<file path="config.mk">
export PLATFORM = sky130hd
export DESIGN_NAME = serial_adder_ctrl_flat
export DESIGN_NICKNAME = d
export VERILOG_FILES = /design/src/rtl/serial_adder_ctrl_if.sv /design/src/rtl/serial_adder_ctrl.sv /design/src/flat_wrapper.sv
export SDC_FILE = /design/constraint.sdc
export NUM_CORES = 1
export LEC_CHECK = 0
export ABC_AREA = 1
export CAP_MARGIN = 10
export CORE_UTILIZATION = 50
export DETAILED_ROUTE_END_ITERATION = 6
export PLACE_DENSITY = 0.91
export SYNTH_ARGS = -nofsm -noshare
export SYNTH_HDL_FRONTEND = slang
export SYNTH_SLANG_ARGS = --single-unit
</file>
<file path="constraint.sdc">
create_clock -name clk -period 1.99 [get_ports clk]
set_input_delay 0.199 -clock clk [delete_from_list [all_inputs] [get_ports clk]]
set_output_delay 0.199 -clock clk [all_outputs]
set_load 0.03 [all_outputs]
</file>
<file path="src/rtl/serial_adder_ctrl_if.sv">
// Requester/decoder bundle for serial_adder_ctrl.
// slave  : controller view (takes requests, drives the decoder, returns results)
// master : environment view (requester plus the 3-to-8 decoder)
interface serial_adder_ctrl_if #(parameter int WIDTH = 8);
  logic             start;
  logic [WIDTH-1:0] op_a;
  logic [WIDTH-1:0] op_b;
  logic             cin;
  logic             dec_a;
  logic             dec_b;
  logic             dec_c;
  logic [7:0]       dec_y;
  logic             busy;
  logic             done;
  logic [WIDTH-1:0] result;
  logic             cout;
  logic             err;

  modport slave (
    input  start, op_a, op_b, cin, dec_y,
    output dec_a, dec_b, dec_c, busy, done, result, cout, err
  );

  modport master (
    output start, op_a, op_b, cin, dec_y,
    input  dec_a, dec_b, dec_c, busy, done, result, cout, err
  );
endinterface

</file>
<file path="src/rtl/serial_adder_ctrl.sv">
// Bit-serial WIDTH-bit adder controller. Each ADD cycle the current operand
// bits and the running carry select one output of an external 3-to-8 decoder;
// sum and carry are recovered from the one-hot code and the sum bit is
// shifted into the result register LSB first.
// Optional build macro: ONEHOT_CHECK_EN -- sticky err flag when the decoder
// output is not the expected one-hot code during ADD.
module serial_adder_ctrl #(
  parameter int WIDTH = 8
) (
  input logic              clk,
  input logic              rst,
  serial_adder_ctrl_if.slave bus
);
  localparam int CW = $clog2(WIDTH) + 1;

  typedef enum logic [1:0] {S_IDLE, S_ADD, S_DONE} state_t;

  state_t           r_state;
  logic [WIDTH-1:0] r_sa;
  logic [WIDTH-1:0] r_sb;
  logic [WIDTH-1:0] r_result;
  logic             r_carry;
  logic [CW-1:0]    r_cnt;
  logic             r_busy;
  logic             r_done;
  logic             r_cout;

  logic             w_sum;
  logic             w_carry;
  logic [WIDTH-1:0] w_res_next;
  logic             w_last;
  logic             w_unused;

  // Decoder is driven from registers only, so dec_y settles within the cycle.
  assign bus.dec_a = r_sa[0];
  assign bus.dec_b = r_sb[0];
  assign bus.dec_c = r_carry;

  // Full-adder truth table read back out of the one-hot code:
  // odd parity minterms give the sum, majority minterms give the carry.
  assign w_sum   = bus.dec_y[1] | bus.dec_y[2] | bus.dec_y[4] | bus.dec_y[7];
  assign w_carry = bus.dec_y[3] | bus.dec_y[5] | bus.dec_y[6] | bus.dec_y[7];
  // Minterm 0 contributes to neither output.
  assign w_unused = bus.dec_y[0];

  assign w_last = (r_cnt == CW'(WIDTH - 1));

  // Result shift; a one-bit result simply takes the sum bit.
  generate
    if (WIDTH == 1) begin : g_res_w1
      assign w_res_next = w_sum;
    end else begin : g_res_wn
      assign w_res_next = {w_sum, r_result[WIDTH-1:1]};
    end
  endgenerate

  // Control FSM with datapath registers and registered status outputs.
  always_ff @(posedge clk or posedge rst) begin
    if (rst) begin
      r_state  <= S_IDLE;
      r_sa     <= '0;
      r_sb     <= '0;
      r_result <= '0;
      r_carry  <= 1'b0;
      r_cnt    <= '0;
      r_busy   <= 1'b0;
      r_done   <= 1'b0;
      r_cout   <= 1'b0;
    end else begin
      case (r_state)
        S_IDLE: begin
          r_done <= 1'b0;
          if (bus.start) begin
            r_sa     <= bus.op_a;
            r_sb     <= bus.op_b;
            r_carry  <= bus.cin;
            r_cnt    <= '0;
            r_result <= '0;
            r_busy   <= 1'b1;
            r_state  <= S_ADD;
          end
        end
        S_ADD: begin
          r_carry  <= w_carry;
          r_result <= w_res_next;
          r_sa     <= r_sa >> 1;
          r_sb     <= r_sb >> 1;
          r_cnt    <= r_cnt + 1'b1;
          if (w_last) begin
            r_busy  <= 1'b0;
            r_done  <= 1'b1;
            r_cout  <= w_carry;
            r_state <= S_DONE;
          end
        end
        S_DONE: begin
          r_done  <= 1'b0;
          r_state <= S_IDLE;
        end
        default: begin
          r_busy  <= 1'b0;
          r_done  <= 1'b0;
          r_state <= S_IDLE;
        end
      endcase
    end
  end

  assign bus.busy   = r_busy;
  assign bus.done   = r_done;
  assign bus.result = r_result;
  assign bus.cout   = r_cout;

`ifdef ONEHOT_CHECK_EN
  logic r_err;
  logic w_bad;

  // Zero, multiple, or wrong hot bit all indicate a broken decoder path.
  assign w_bad = !$onehot(bus.dec_y) ||
                 (bus.dec_y != (8'b1 << {r_sa[0], r_sb[0], r_carry}));

  // Sticky decoder-check flag, cleared only by reset.
  always_ff @(posedge clk or posedge rst) begin
    if (rst)                            r_err <= 1'b0;
    else if (r_state == S_ADD && w_bad) r_err <= 1'b1;
  end

  assign bus.err = r_err;
`else
  assign bus.err = 1'b0;
`endif

endmodule

</file>
<file path="src/flat_wrapper.sv">
// flat-port wrapper written by rule: the top's interface ports become plain ports
module serial_adder_ctrl_flat 
#(
  parameter int WIDTH = 8
)
  (clk, rst, bus_start, bus_op_a, bus_op_b, bus_cin, bus_dec_y, bus_dec_a, bus_dec_b, bus_dec_c, bus_busy, bus_done, bus_result, bus_cout, bus_err);
  serial_adder_ctrl_if #(.WIDTH(WIDTH)) bus_i ();
  input logic clk;
  input logic rst;
  input wire logic [$bits(bus_i.start)-1:0] bus_start;
  input wire logic [$bits(bus_i.op_a)-1:0] bus_op_a;
  input wire logic [$bits(bus_i.op_b)-1:0] bus_op_b;
  input wire logic [$bits(bus_i.cin)-1:0] bus_cin;
  input wire logic [$bits(bus_i.dec_y)-1:0] bus_dec_y;
  output wire logic [$bits(bus_i.dec_a)-1:0] bus_dec_a;
  output wire logic [$bits(bus_i.dec_b)-1:0] bus_dec_b;
  output wire logic [$bits(bus_i.dec_c)-1:0] bus_dec_c;
  output wire logic [$bits(bus_i.busy)-1:0] bus_busy;
  output wire logic [$bits(bus_i.done)-1:0] bus_done;
  output wire logic [$bits(bus_i.result)-1:0] bus_result;
  output wire logic [$bits(bus_i.cout)-1:0] bus_cout;
  output wire logic [$bits(bus_i.err)-1:0] bus_err;
  assign bus_i.start = bus_start;
  assign bus_i.op_a = bus_op_a;
  assign bus_i.op_b = bus_op_b;
  assign bus_i.cin = bus_cin;
  assign bus_i.dec_y = bus_dec_y;
  assign bus_dec_a = bus_i.dec_a;
  assign bus_dec_b = bus_i.dec_b;
  assign bus_dec_c = bus_i.dec_c;
  assign bus_busy = bus_i.busy;
  assign bus_done = bus_i.done;
  assign bus_result = bus_i.result;
  assign bus_cout = bus_i.cout;
  assign bus_err = bus_i.err;
  serial_adder_ctrl #(.WIDTH(WIDTH)) u_core (.clk(clk), .rst(rst), .bus(bus_i));
endmodule
</file>
# [Word level (Yosys, flattened, before mapping)]
# Index checks and enable logic that the tools add are counted.
# Widths: inputs -> output; s select.
[classes] n_addsub=1 n_eq_ne=5 muxes=18 n_bitwise=7 reduce_logical=6
[ops] cell="$pmux 8 s2" n=3
[ops] cell="$mux 8" n=3
[ops] cell="$pmux 4 s2" n=1
[ops] cell="$or 1x1->1" n=6
[ops] cell="$reduce_and 2->1" n=3
[ops] cell="$mux 1" n=5
[ops] cell="$add 4x1->4 const B" n=1
[ops] cell="$eq 4x3->1 const B" n=1
[ops] cell="$mux 2" n=2
[ops] cell="$mux 4" n=1
[ops] cell="$pmux 2 s2" n=1
[ops] cell="$pmux 1 s3" n=1
[ops] cell="$reduce_and 3->1" n=1
[ops] cell="$eq 2x1->1 const B" n=1
[ops] cell="$eq 2x2->1 const B" n=1
[ops] cell="$logic_not 2->1" n=1
[ops] cell="$ne 2x1->1 const B" n=1
[ops] cell="$ne 2x2->1 const B" n=1
[ops] cell="$pmux 1 s2" n=1
[ops] cell="$reduce_bool 2->1" n=1
[ops] cell="$not 1->1" n=1
[totals] ff_bits=34

# [Logic depth before layout (Yosys ltp)]
[logic_depth] ltp_word=4 depth_mapped=6

# [Worst setup path after synthesis]
# Ideal clock, no wire load.
[synth_timing] path_type="reg2reg" startpoint="register u_core.r_cnt[0]" endpoint="register u_core.r_cout (netlist: u_core.bus.cout)" setup_ps=118 t_arrival_ps=945 required_time_ps=1872 path_slack_ps=927 stages_incl_launch_ff=7 period_less_slack_ps=1063 cell_sequence="dfrtp_1 > ha_1 > nand2_1 > nor2_1 > nand2_1 > nand2_1 > nand2_1"
[synth_via] elab_chain_len=2
[synth_lines] item="start, declared" line="serial_adder_ctrl.sv:23" text="logic [CW-1:0] r_cnt;"
[synth_lines] item="start signal, assigned" line="serial_adder_ctrl.sv:88" text="r_cnt <= r_cnt + 1'b1;"
[synth_lines] item="$eq 4x3->1" line="serial_adder_ctrl.sv:46" text="assign w_last = (r_cnt == CW'(WIDTH - 1));"
[synth_lines] item="$reduce_and 2->1 (no line)"
[synth_lines] item="end signal, assigned" line="serial_adder_ctrl.sv:92" text="r_cout <= w_carry;"
[synth_lines] item="end, declared" line="serial_adder_ctrl.sv:26" text="logic r_cout;"
# Every way passes these cells.
# A chain may end at the register's enable or synchronous reset.

# [Final worst setup path]
[layout_timing] startpoint="register u_core.r_carry (netlist: u_core.bus.dec_c)" endpoint="output bus_dec_c"
[layout_rtl] item="start, declared" line="serial_adder_ctrl.sv:22" text="logic r_carry;"
[layout_rtl] item="start signal, assigned" line="serial_adder_ctrl.sv:76" text="r_carry <= bus.cin;"
[layout_rtl] item="start signal, assigned" line="serial_adder_ctrl.sv:84" text="r_carry <= w_carry;"
[layout_rtl] item="end, declared" line="flat_wrapper.sv:17" text="output wire logic [$bits(bus_i.dec_c)-1:0] bus_dec_c;"
# No word-level cell between the ends.

==> summary.txt <==
CTS
  • Clock latency of the later-clocked register in the worst-skew pair: 350 ps
  • Resized Gates After CTS: 0
  • Number of levels in the clock H-tree: 2
  • CTS Hold Buffers Added: 0
  • Total number of clock tree sinks: 34
  • TritonCTS clock tree: yes
  • Total CTS buffers: 5
  • Post CTS Setup Buffer Count: 0
  • Largest buffer count on any clock path: 2
  • Clock-pin transition on the worst setup and hold timing paths: 100 ps
  • Cell chosen for the clock root: clkbuf_4

Die
  • Floorplan die area: 0.00330 sq mm
  • Area of the core: 0.00283 sq mm
  • Horizontal extent of the die: 57.4 um
  • Die Ht: 57.4 um
  • Starting utilization of the core area: 54.3%
  • Count of boundary I/O pins: 43
  • Total number of placement rows: 19

Pwr
  • Relative contribution of combinational cells to total power: 45.7%
  • Switching Power: 0.00124 W
  • Leakage power total: 0.960 nW
  • Power consumption: 0.00290 W
  • Pint: 0.00166 W
  • Switch share: 42.8%
  • Pwr per Cell Area: 1470 mW/mm^2
  • Part of the total power dissipated in sequential elements: 40.6%
  • Worst IR drop on VDD: 0.876 mV
  • Clock network power share: 13.7%

Placement
  • Dpl hpwl: 2.08 mm
  • Area after detailed placement: 0.00191 sq mm
  • Buffers added on ports: 40
  • Placer's final routability congestion estimate: 0.736

STA
  • Final-layout setup total negative slack: 0 ps
  • Minimum clock period after layout: 1610 ps
  • Final hold slack: 224 ps
  • Highest attainable clock frequency: 622 MHz
  • Worst Tran Pin Value: 567 ps
  • Clock tree skew after final layout: 9.65 ps
  • Setup repair after global routing missed its margin: no
  • Final hold violation count: 0
  • Relative slew slack: 62.1%
  • Number of endpoints failing setup at the final stage: 0
  • Ratio of final minimum period to clock period: 80.8%
  • Final Max Slew Viols: 0

Finish
  • Net count reported at finish: 245
  • Number of fillers in the final layout: 221
  • Number of antenna cells inserted: 0
  • Final instance area: 0.00197 sq mm
  • Share of final-layout standard cells stronger than drive strength 1: 7.37%
  • Post-layout utilization of the core: 69.7%
  • Area Growth Syn to Fin: 28.4%

Job
  • Max-cap violations: 0

Hold path
  • Type of the tightest min-delay check: primary input to async pin

Drt
  • Residual DRC: 1
  • Via count: 1283
  • Total iterations of the first detailed-routing run: 6
  • Antenna-violating nets left: 0
  • Routed wire length: 3.12 mm
  • Mean routed wirelength per cell: 12.6 um
  • First DRT Iteration DRCs: 63
  • Post-DR vias/cell: 5.17

Yosys
  • Async set or reset register ratio after synthesis: 100%
  • Post-synth cell types: 20
  • Count of mapped cells out of synthesis: 177
  • Synth top area cells: dfrtp_1 55%, nand3_1 13%, nand2_1 13%, inv_1 2.7%, buf_4 2.4%
  • Top-area cell type share of the netlist area: 55.4%
  • List of most frequent post-synthesis cells: 53 x nand2_1, 41 x nand3_1, 34 x dfrtp_1
  • Sequential element share of the synthesized area: 55.4%
  • Avg Inst Size Synth: 8.67 sq um
  • Post-synthesis instance area: 0.00154 sq mm
  • Area leader, netlist: dfrtp_1
  • EDFF count, synth: 0
  • Synth warn: 0
  • Most common cell in the synthesized netlist: nand2_1
  • Post-synth net total: 206
  • Top_reg_cell synth: dfrtp_1
  • Flip-flop and latch count after synthesis: 34

Worst setup path
  • Number of buffers and inverters on the critical path: 1
  • Cell family with most CP delay: buffers and inverters
  • Arrival @ worst endpoint: 1410 ps
  • Cells along the critical path: clkdlybuf4s50_1
  • Crit Path Category: register to output port
  • Cell with the largest stage delay on the worst path: clkdlybuf4s50_1
  • Required time reported for the critical path endpoint: 1790 ps
  • Worst flop-to-flop path startpoint: u_core.r_state[1]$_DFFE_PP0P_
  • Critical Path End Type: output port
  • Biggest fanout along the worst timing path: 2
  • Worst Setup SP: u_core.bus.dec_c$_DFFE_PP0P_
  • Critical path's largest stage delay: 690 ps
  • Worst setup SP type: register

Status
  • Result of the run: complete, but fails checks
  • Violated checks: DRC

Global route
  • GRT busiest layer: met2
  • Largest net degree at the start of global routing: 35
  • Global-route wire length before repair: 5.56 mm
  • Met1 usage: 26.4%
  • GRT Resource Usage Total: 22.6%
  • Remaining global-route overflow: 0
  • Met3 demand-to-capacity share in global routing: 4.76%
  • Initial antenna violation count: 0
  • Number of global-route vias before repair: 1317
  • Met2 usage in global routing: 38.2%
==> flip-flops by register name (all words and copies together), names as in the netlist <==
name and count:
u_core.bus.cout 1, u_core.r_cnt 4, u_core.r_state 2, u_core.bus.busy 1, u_core.bus.result 8, u_core.r_sb 8, u_core.r_sa 8, u_core.bus.dec_c 1
u_core.bus.done 1
==> cells in the final DEF, fill, tap and decap left out <==
| cell type | count |
|---|---|
| a21oi_1 | 1 |
| buf_4 | 1 |
| clkbuf_1 | 1 |
| clkbuf_4 | 5 |
| clkbuf_8 | 1 |
| clkdlybuf4s50_1 | 40 |
| clkinv_2 | 1 |
| conb_1 | 1 |
| dfrtp_1 | 34 |
| ha_1 | 1 |
| inv_1 | 11 |
| inv_2 | 3 |
| nand2_1 | 53 |
| nand2_2 | 1 |
| nand2_4 | 2 |
| nand3_1 | 41 |
| nand3_2 | 1 |
| nand4_1 | 1 |
| nor2_1 | 9 |
| nor2_4 | 1 |
| o21ai_0 | 1 |
| o21ai_1 | 2 |
| o22ai_1 | 5 |
==> cell families after synthesis <==
group | share of synthesized area [%]
and+or+nand+nor | 32.2
DFF | 55.4
buffers and inverters | 7.99
AOI/OAI and AO/OA | 3.34
adders and majority gates | 0.815
other | 0.244
==> path summary, 6_finish.rpt <==
| check | end | slack (ps) | depth (start not counted) |
|---|---|---|---|
| setup / recovery | bus_dec_c | 380 | 1 |
| hold / removal | u_core.bus.result[0]$_DFFE_PP0P_ | 220 | 3 |
| setup reg to reg | u_core.bus.result[2]$_DFFE_PP0P_ | 660 | 4 |
| hold reg to reg | u_core.bus.cout$_DFFE_PP0P_ | 480 | 2 |
| max in group asynchronous | u_core.r_sa[3]$_DFFE_PP0P_ | 1470 | 3 |
| min in group clk | u_core.r_sa[7]$_DFFE_PP0P_ | 390 | 3 |
==> per-stage QoR <==
step	worst slack [ps]	std cells
CTS	372	248
finish	382	248
floorplan	927	177
global route	346	248
detailed placement	616	240
global placement	632	240
==> power groups by stage <==
stage	clock [W]	sequential, W	combinational (W)
CTS	0.000405	0.00117	0.00133
finish	0.000397	0.00118	0.00132
detailed placement	0	0.00118	0.00132
global placement	0	0.00117	0.00128
floorplan	0	0.00139	0.000715
global route	0.000433	0.00121	0.00147
==> per-layer routing <==
layer	share of wire, %	vias to the layer above
met4	1.9	0
li1	-	650
met3	4.2	7
met2	49	31
met1	45	595
met5	0	-
==> final cells by class <==
| class | count | area [sq um] | share of cell area [%] |
|---|---|---|---|
| multi-input combinational | 120 | 562 | 28.5 |
| clock buffer | 7 | 55.1 | 2.79 |
| sequential | 34 | 851 | 43.1 |
| tap | 31 | 38.8 | 1.97 |
| timing repair buffer | 41 | 408 | 20.7 |
| clock inverter | 1 | 5.00 | 0.254 |
| inverter | 14 | 52.6 | 2.66 |
Power figures use the tool's default switching activity.
